--- src/rtl/hilo_unit_pkg.sv ---
// Shared types for the HI/LO unit: mult/div opcodes, FSM states and the decode-side HI/LO write descriptor.
package hilo_unit_pkg;

  localparam int DIV_ITERS = 32;

  typedef enum logic [2:0] {
    MD_NONE  = 3'd0,
    MD_MULT  = 3'd1,
    MD_MULTU = 3'd2,
    MD_DIV   = 3'd3,
    MD_DIVU  = 3'd4
  } mdop_t;

  typedef enum logic [1:0] {
    IDLE = 2'd0,
    MUL  = 2'd1,
    DIV  = 2'd2,
    DONE = 2'd3
  } hilo_state_t;

  typedef struct packed {
    logic        valid_hi;
    logic        valid_lo;
    logic [31:0] hi;
    logic [31:0] lo;
  } write_hilo_t;

  function automatic logic [31:0] neg_if(input logic cond, input logic [31:0] v);
    return cond ? (~v + 32'd1) : v;
  endfunction

endpackage

--- src/rtl/hilo_unit_if.sv ---
// Pipeline-to-HI/LO-unit bundle: instruction descriptor and operands in, busy and architectural HI/LO out.
interface hilo_if;
  import hilo_unit_pkg::*;

  logic        in_valid;
  write_hilo_t write_hilo;
  mdop_t       md_op;
  logic [31:0] vs;
  logic [31:0] vt;
  logic        flush;
  logic        busy;
  logic [31:0] hi;
  logic [31:0] lo;

  modport master (
    output in_valid, write_hilo, md_op, vs, vt, flush,
    input  busy, hi, lo
  );

  modport slave (
    input  in_valid, write_hilo, md_op, vs, vt, flush,
    output busy, hi, lo
  );

endinterface

--- src/rtl/hilo_unit_div_radix2.sv ---
// Unsigned restoring divider, one quotient bit per cycle.
// Latency: DIV_ITERS cycles after start; done flags the cycle of the final iteration.
// Backpressure: none; start is ignored mid-run only by the caller, abort drops the run.
module div_radix2
  import hilo_unit_pkg::*;
(
  input  logic        clk,
  input  logic        resetn,
  input  logic        start,
  input  logic        abort,
  input  logic [31:0] dividend,
  input  logic [31:0] divisor,
  output logic        done,
  output logic [31:0] quot,
  output logic [31:0] rem
);

  localparam int CW = $clog2(DIV_ITERS);

  logic [CW-1:0] counter;
  logic          running;
  logic [31:0]   dvsr;
  logic [32:0]   partial;
  logic [33:0]   diff;

  // rem < dvsr always holds, so partial can reach 33 bits; a 34-bit subtract keeps the borrow honest.
  assign partial = {rem, quot[31]};
  assign diff    = {1'b0, partial} - {2'b00, dvsr};
  assign done    = running && (counter == CW'(DIV_ITERS - 1));

  always_ff @(posedge clk) begin
    if (!resetn) begin
      counter <= '0;
      running <= 1'b0;
      dvsr    <= '0;
      quot    <= '0;
      rem     <= '0;
    end else if (abort) begin
      counter <= '0;
      running <= 1'b0;
    end else if (start) begin
      quot    <= dividend;
      rem     <= '0;
      dvsr    <= divisor;
      counter <= '0;
      running <= 1'b1;
    end else if (running) begin
      rem     <= diff[33] ? partial[31:0] : diff[31:0];
      quot    <= {quot[30:0], ~diff[33]};
      counter <= counter + CW'(1);
      if (done) begin
        running <= 1'b0;
      end
    end
  end

endmodule

--- src/rtl/hilo_unit.sv ---
// Owner of architectural HI/LO: MTHI/MTLO commit, 1-cycle MULT/MULTU, iterative DIV/DIVU.
// Latency: MT* visible next cycle, MULT 2 cycles, DIV 34 cycles after accept.
// Backpressure: busy high while an op is in flight; inputs are ignored until it drops.
module hilo_unit
  import hilo_unit_pkg::*;
(
  input  logic  clk,
  input  logic  resetn,
  hilo_if.slave bus
);

  hilo_state_t state;
  logic [31:0] hi_q;
  logic [31:0] lo_q;
  logic [31:0] op_a;
  logic [31:0] op_b;
  logic        op_signed;
  logic        quot_neg;
  logic        rem_neg;

  logic        accept;
  logic        is_mul;
  logic        is_div;
  logic        in_signed;
  logic [31:0] abs_vs;
  logic [31:0] abs_vt;
  logic        div_start;
  logic        div_done;
  logic [31:0] div_quot;
  logic [31:0] div_rem;
  logic [63:0] product;

  assign accept    = bus.in_valid && !bus.flush && (state == IDLE);
  assign is_mul    = (bus.md_op == MD_MULT) || (bus.md_op == MD_MULTU);
  assign is_div    = (bus.md_op == MD_DIV)  || (bus.md_op == MD_DIVU);
  assign in_signed = (bus.md_op == MD_MULT) || (bus.md_op == MD_DIV);
  assign abs_vs    = neg_if(in_signed && bus.vs[31], bus.vs);
  assign abs_vt    = neg_if(in_signed && bus.vt[31], bus.vt);
  assign div_start = accept && is_div;

  // Sign-extending both operands to 64 bits lets one multiplier serve MULT and MULTU.
  assign product = {{32{op_signed && op_a[31]}}, op_a} * {{32{op_signed && op_b[31]}}, op_b};

  div_radix2 u_div (
    .clk      (clk),
    .resetn   (resetn),
    .start    (div_start),
    .abort    (bus.flush),
    .dividend (abs_vs),
    .divisor  (abs_vt),
    .done     (div_done),
    .quot     (div_quot),
    .rem      (div_rem)
  );

  always_ff @(posedge clk) begin
    if (!resetn) begin
      state     <= IDLE;
      hi_q      <= '0;
      lo_q      <= '0;
      op_a      <= '0;
      op_b      <= '0;
      op_signed <= 1'b0;
      quot_neg  <= 1'b0;
      rem_neg   <= 1'b0;
    end else begin
      case (state)
        IDLE: begin
          if (accept) begin
            if (is_mul) begin
              op_a      <= bus.vs;
              op_b      <= bus.vt;
              op_signed <= in_signed;
              state     <= MUL;
            end else if (is_div) begin
              op_a     <= bus.vs;
              op_b     <= bus.vt;
              quot_neg <= in_signed && (bus.vs[31] ^ bus.vt[31]);
              rem_neg  <= in_signed && bus.vs[31];
              state    <= DIV;
            end else begin
              if (bus.write_hilo.valid_hi) hi_q <= bus.write_hilo.hi;
              if (bus.write_hilo.valid_lo) lo_q <= bus.write_hilo.lo;
            end
          end
        end
        MUL: begin
          if (!bus.flush) begin
            hi_q <= product[63:32];
            lo_q <= product[31:0];
          end
          state <= IDLE;
        end
        DIV: begin
          if (bus.flush) begin
            state <= IDLE;
          end else if (div_done) begin
            state <= DONE;
          end
        end
        DONE: begin
          if (!bus.flush) begin
            // Divide by zero returns raw dividend / all-ones, bypassing sign fixup.
            if (op_b == 32'd0) begin
              hi_q <= op_a;
              lo_q <= 32'hFFFF_FFFF;
            end else begin
              hi_q <= neg_if(rem_neg, div_rem);
              lo_q <= neg_if(quot_neg, div_quot);
            end
          end
          state <= IDLE;
        end
        default: state <= IDLE;
      endcase
    end
  end

  assign bus.busy = (state != IDLE);
  assign bus.hi   = hi_q;
  assign bus.lo   = lo_q;

endmodule

--- src/flat_wrapper.sv ---
// flat-port wrapper written by rule: the top's interface ports become plain ports
module hilo_unit_flat import hilo_unit_pkg::*;
  (clk, resetn, bus_in_valid, bus_write_hilo, bus_md_op, bus_vs, bus_vt, bus_flush, bus_busy, bus_hi, bus_lo);
  hilo_if bus_i ();
  input  logic clk;
  input  logic resetn;
  input wire logic [$bits(bus_i.in_valid)-1:0] bus_in_valid;
  input wire logic [$bits(bus_i.write_hilo)-1:0] bus_write_hilo;
  input wire logic [$bits(bus_i.md_op)-1:0] bus_md_op;
  input wire logic [$bits(bus_i.vs)-1:0] bus_vs;
  input wire logic [$bits(bus_i.vt)-1:0] bus_vt;
  input wire logic [$bits(bus_i.flush)-1:0] bus_flush;
  output wire logic [$bits(bus_i.busy)-1:0] bus_busy;
  output wire logic [$bits(bus_i.hi)-1:0] bus_hi;
  output wire logic [$bits(bus_i.lo)-1:0] bus_lo;
  assign bus_i.in_valid = bus_in_valid;
  assign bus_i.write_hilo = bus_write_hilo;
  assign bus_i.md_op = bus_md_op;
  assign bus_i.vs = bus_vs;
  assign bus_i.vt = bus_vt;
  assign bus_i.flush = bus_flush;
  assign bus_busy = bus_i.busy;
  assign bus_hi = bus_i.hi;
  assign bus_lo = bus_i.lo;
  hilo_unit u_core (.clk(clk), .resetn(resetn), .bus(bus_i));
endmodule
--- config.mk ---
export PLATFORM = sky130hd
export DESIGN_NAME = hilo_unit_flat
export DESIGN_NICKNAME = d
export VERILOG_FILES = /design/src/rtl/hilo_unit_pkg.sv /design/src/rtl/hilo_unit_if.sv /design/src/rtl/hilo_unit_div_radix2.sv /design/src/rtl/hilo_unit.sv /design/src/flat_wrapper.sv
export SDC_FILE = /design/constraint.sdc
export NUM_CORES = 2
export LEC_CHECK = 0
export ABC_AREA = 1
export CAP_MARGIN = 20
export CORE_ASPECT_RATIO = 1.75
export CORE_MARGIN = 2
export CORE_UTILIZATION = 35
export CTS_CLUSTER_DIAMETER = 60
export DETAILED_ROUTE_END_ITERATION = 8
export GPL_TIMING_DRIVEN = 0
export PLACE_DENSITY_LB_ADDON = 0.1
export SLEW_MARGIN = 20
export SYNTH_ARGS = -nofsm -noshare
export SYNTH_HDL_FRONTEND = slang
export SYNTH_SLANG_ARGS = --single-unit
--- constraint.sdc ---
create_clock -name clk -period 9.18 [get_ports clk]
set_input_delay 1.836 -clock clk [delete_from_list [all_inputs] [get_ports clk]]
set_output_delay 1.836 -clock clk [all_outputs]
set_load 0.1 [all_outputs]
Yosys cells after proc, flatten, opt, wreduce, memory -nomap -nowiden

Cells that the tools add are included.

Add/subtract/negate cells: 6
Multipliers: 1
Equal/unequal tests: 17
Muxes and demuxes: 38
Bitwise logic cells: 9
Reductions and logical operators: 30

Operators with widths:

| kind                    | count |
|---|---|
| $mux W32                | 27 |
| $pmux W32 S3            | 2 |
| $add A32 B1 Y32 const B | 4 |
| $not A32 Y32            | 4 |
| $mul A33 B33 Y64        | 1 |
| $sub A33 B32 Y34        | 1 |
| $logic_not A32 Y1       | 1 |
| $reduce_and A7 Y1       | 2 |
| $ne A2 B2 Y1 const B    | 6 |
| $mux W2                 | 5 |
| $logic_and A1 B1 Y1     | 9 |
| $reduce_and A3 Y1       | 3 |
| $eq A3 B2 Y1 const B    | 2 |
| $pmux W2 S3             | 1 |
| $reduce_bool A2 Y1      | 3 |
| $add A5 B1 Y5 const B   | 1 |
| $eq A5 B5 Y1 const B    | 1 |
| $eq A2 B2 Y1 const B    | 2 |
| $not A1 Y1              | 4 |
| $reduce_and A2 Y1       | 2 |
| $reduce_and A4 Y1       | 1 |
| $reduce_or A2 Y1        | 2 |
| $eq A3 B1 Y1 const B    | 1 |
| $eq A3 B3 Y1 const B    | 1 |
| 11 further kinds        | 15 |

Flip-flop bits (word level): 235
Bits of input ports: 137
Output and inout bits: 65
Logic and storage cells: 114

Logic depth before layout (Yosys ltp)

Depth in word-level cells: 6
Gate-level depth with buffers: 34
Mapped depth without buffers: 32

Modules after synthesis

A second synthesis with hierarchy kept.

Cells, all modules: 7,886
Area total of the unflattened synthesis: 56,585.5 um2

By module, submodules not included:

| module     | instances | cells an instance | area an instance (um2) | sequential area each (um2) |
|---|---|---|---|---|
| hilo_unit  | 1         | 6,774             | 49,676.4               | 2,662.6 |
| div_radix2 | 1         | 1,112             | 6,909.1                | 2,042.0 |

Worst setup path after synthesis

Ideal clock, no wire load.

Kind: reg2reg
Start: register u_core.op_a[31]
End: register u_core.hi_q[30], in the netlist u_core.bus.hi[30]
Library setup time: 0.122 ns
Arrival: 7.426 ns
Required time: 9.058 ns
Path slack: 1.632 ns
Stages on the path, launching flop included: 30
Path buffers: 3
Clock period less this slack: 7.548 ns
Path through: dfxtp_1 buf_2 nand2_1 clkbuf_1 clkbuf_1 nor2_1 fa_1 inv_1 fa_1 inv_1 fa_1 inv_1 fa_1 fa_1 inv_1 fa_1 inv_1 fa_1 fa_1 inv_1 ha_1 inv_1 nor3_1 nand2_1 nor4_1 nand2_1 nand2_1 nand2_1 nand3_1 a21oi_1

Longest elaborated chain between the ends: 4

Ends and longest elaborated chain:

| item                   | line             | RTL |
|---|---|---|
| from (decl)            | hilo_unit.sv:15  | `logic [31:0] op_a;` |
| from (signal assigned) | hilo_unit.sv:71  | `op_a <= bus.vs;` |
| from (signal assigned) | hilo_unit.sv:76  | `op_a <= bus.vs;` |
| $logic_and A1 B1 Y1    | hilo_unit.sv:42  | `assign product = {{32{op_signed && op_a[31]}}, op_a} * {{32{op_signed && op_b[31]}}, op_b};` |
| $mul A33 B33 Y64 *     | hilo_unit.sv:42  |  |
| $mux W32 *             | hilo_unit.sv:88  | `if (!bus.flush) begin` |
| $pmux W32 S3 *         | hilo_unit.sv:67  | `case (state)` |
| to (signal assigned)   | hilo_unit.sv:82  | `if (bus.write_hilo.valid_hi) hi_q <= bus.write_hilo.hi;` |
| to (signal assigned)   | hilo_unit.sv:89  | `hi_q <= product[63:32];` |
| to (signal assigned)   | hilo_unit.sv:105 | `hi_q <= op_a;` |
| to (decl)              | hilo_unit.sv:13  | `logic [31:0] hi_q;` |

Every way passes the cells marked *; elsewhere a longest branch is shown, timed or not. The select of a mux whose other input is x is not followed.
A chain may end at the register's enable or synchronous reset.

Worst setup path in the final report

Start: register u_core.op_b[21]
End: register u_core.hi_q[29], in the netlist u_core.bus.hi[29]

Longest elaborated chain between the ends: 4
Elaborated cells on any way between the ends: 6
Those cells by class: mul (1); mux (4); reduce/logical (1)

Ends and longest elaborated chain:

| item                                                                     | line             | RTL |
|---|---|---|
| from (decl)                                                              | hilo_unit.sv:16  | `logic [31:0] op_b;` |
| from (signal assigned)                                                   | hilo_unit.sv:72  | `op_b <= bus.vt;` |
| from (signal assigned)                                                   | hilo_unit.sv:77  | `op_b <= bus.vt;` |
| parallel branches: the longest is 3 deep, another holds $mul A33 B33 Y64 | n/a              |  |
| $pmux W32 S3 *                                                           | hilo_unit.sv:67  |  |
| to (signal assigned)                                                     | hilo_unit.sv:82  |  |
| to (signal assigned)                                                     | hilo_unit.sv:105 |  |
| to (signal assigned)                                                     | hilo_unit.sv:108 | `hi_q <= neg_if(rem_neg, div_rem);` |

Every way passes the cells marked *. The select of a mux whose other input is x is not followed.

==> results.cfg <==
[routing]
wl_um = 284000
drc = 0
viasPerCell = 5.19
ant_nets = 0
firstDrtPassIters = 5
vias = 51700
drt-initial-drc-count = 3300
wire_per_inst_um = 28.5

[yosys]
synth_edf_count = 0
synthDistinctLibCells = 59
synthSimpleGateAreaFrac_pct = 20.1
synth_mux_area_share_pct = 0
synth_top_family_by_area = adder cells
ys.flop_type = dfxtp_1
synth_area_leaders = fa_1, nand2_1, inv_1
syn_area_per_cell_um2 = 7.30
netlist.area_leader.share_pct = 40.3
synth_warnings = 0
synth_seq_cells = 235
synth_compound_area_share_pct = 8.71
synth-adder-area-share_pct = 45.9
synth_seq_area_share_pct = 8.40
synth-xor-area-share_pct = 1.24
async_flop_share_pct = 0
synth_top_cell_by_area = fa_1
synthesis.nets = 9180
postSynthCellCount = 7667
netlist_area_um2 = 56000

[hold_path]
hold_path_class = reg -> reg

[sta]
hold_viol_final = 0
max_freq_mhz = 109
layout_min_cycle_time_ps = 9140
timing.hold.ws_ps = 466
drv_slew = 0
clock_skew_ps = 20.1
tightest_slew_ps = 1230
setup_viol = 0
fin_crit_sh_pct = 99.6
max_slew_margin_pct = 18.2
rsz0062_at_grt = true
fin_ws_ps = 37.2

[grt]
grt_max_degree = 23
grt-ovfl-total = 0
antenna_found_initial = 11
grt_pass1_vias = 55700
track_usage_pct = 35.0
grt_pass1_wl_um = 400000

[setup_path]
cp_max_fo = 10
arrival_ps = 9660
crit_buf_inv = 9
required_ps = 9690
slowest_stage = clkbuf_1
crit_type = reg -> reg
path_common_cell = fa_1
worstSetupEndpointType = flop
startpoint_type = flop
crit_family = adder cells
critPathMaxStageDelay_ps = 890

[clock_network]
clock_latency_ps = 590
clkTransAtPathRegs_ps = 70
hold_buffers = 0
tritoncts = yes
cts_sinks = 235
htree_levels = 1
root_buffer = clkbuf_16
cts_buffer_depth = 3
cts_buffers = 24

[cells_and_area]
final_cell_mix = nand2_1, inv_1, fa_1
postLayoutCoreUtil_pct = 38.7
mostFrequentLayoutCell = nand2_1
area_growth_pct = 10.2
final_area_um2 = 61700
drive_above_1_share_pct = 3.72
fin_nets = 9406

[place]
placed_cell_area_um2 = 60700
hpwl_um = 249000
gp_congestion = 1.01
portBuffers = 200
place_ws_ps = -1770

[power]
power_density_nw_per_um2 = 193
vdd_drop_max_mv = 0.483
leakage_nw = 31.9

[status]
status = complete, no violations

[job]
cap_violations = 0

[floorplan]
num_io_pins = 202
die_w_um = 306
die_height_um = 533
fp.coreArea_um2 = 159000
dieArea_um2 = 163000
rows = 194
start_util_pct = 35.2
[metrics by stage]
stage	power, W	setup TNS (ps)	instances
5_1_grt	0.0127	-106	9969
3_5_place_dp	0.0107	-30320	9930
4_1_cts	0.0119	0	9976
2_1_floorplan	0.00715	0	7667
6_report	0.0119	0	9973
3_3_place_gp	0.0107	-37060	9925
[kinds of logic (layout without fill, tap and decap cells)]
group           Yosys count  count (layout)
other cells               0               6
simple gates           2769            2769
fa+ha+maj              1376            1376
flops                   235             235
xor+xnor                 79              79
buf+inv                2305            2547
compound gates          903             903
[metal layers]
metal | wire length [µm] | global-route usage (%)
met1 | 91300 | 33.9
met2 | 147000 | 64.2
met3 | 11800 | 3.50
met4 | 34300 | 33.4
met5 | 27 | 0
[registers in the layout (all words and copies together), names as in the netlist]
name                  count
u_core.bus.hi            32
u_core.bus.lo            32
u_core.op_a              32
u_core.op_b              32
u_core.op_signed          1
u_core.quot_neg           1
u_core.rem_neg            1
u_core.state              2
u_core.u_div.counter      5
u_core.u_div.dvsr        32
u_core.u_div.quot        32
u_core.u_div.rem         32
u_core.u_div.running      1
[Yosys cell counts (4+ instances only)]
| cell | n |
|---|---|
| o21ai_0 | 273 |
| o21bai_1 | 25 |
| dfxtp_1 | 235 |
| a21oi_1 | 434 |
| or2_2 | 13 |
| buf_1 | 4 |
| nand4_1 | 75 |
| a41oi_1 | 7 |
| xor2_1 | 53 |
| nand2_1 | 1875 |
| ha_1 | 250 |
| inv_1 | 1873 |
| a211oi_1 | 9 |
| a21boi_0 | 6 |
| buf_4 | 7 |
| buf_6 | 5 |
| nor3_1 | 45 |
| o21ai_1 | 54 |
| xnor2_1 | 26 |
| nor2_2 | 14 |
| buf_2 | 50 |
| nor2_1 | 434 |
| o211ai_1 | 47 |
| nor2_4 | 5 |
| a21o_1 | 8 |
| inv_2 | 38 |
| nand3b_1 | 14 |
| fa_1 | 1126 |
| clkbuf_1 | 327 |
| a31oi_1 | 17 |
| o21a_1 | 10 |
| nand3_1 | 259 |
| nor4_1 | 7 |
[power breakdown]
group	switching, W	total (W)	internal, W
Clock	0.000518	0.00106	0.000547
Combinational	0.00662	0.00941	0.00280
Sequential	0.000292	0.00145	0.00116
[repair_timing]
| action | 4_1_cts | 5_1_grt |
|---|---|---|
| gates resized for setup | 30 | 79 |
| setup endpoints to repair | 28 | 27 |
| buffers inserted | 5 | 2 |
| pin swaps | 1 | 1 |
| endpoints found under the hold margin | 0 | 0 |
[worst paths after layout]
| kind | slack (ps) | end | depth (start not counted) | from |
|---|---|---|---|---|
| max | 40 | u_core.bus.hi[29] | 27 | u_core.op_b[21] |
| min | 470 | u_core.u_div.counter[4] | 2 | u_core.u_div.counter[4] |
| max reg2reg | 40 | u_core.bus.hi[29] | 27 | u_core.op_b[21] |
| min reg2reg | 470 | u_core.u_div.counter[4] | 2 | u_core.u_div.counter[4] |
[area by class of cell]
cell class / instances / area [µm²]
Multi-Input combinational cell: 5127 / 42600
Antenna cell: 6 / 15.0
Fill cell: 17300 / 97600
Clock buffer: 33 / 676
Inverter: 1911 / 7190
Buffer: 382 / 1670
Sequential cell: 235 / 4700
Timing Repair Buffer: 212 / 2160
Tap cell: 2058 / 2570
Clock inverter: 9 / 82.6
[worst min-delay path: cells and delay by family (launching register included)]
kind / cells / cell delay (ps)
DFF: 1 / 320
and+or+nand+nor: 1 / 60
AOI/OAI and AO/OA: 1 / 50
Power figures use the tool's default switching activity.
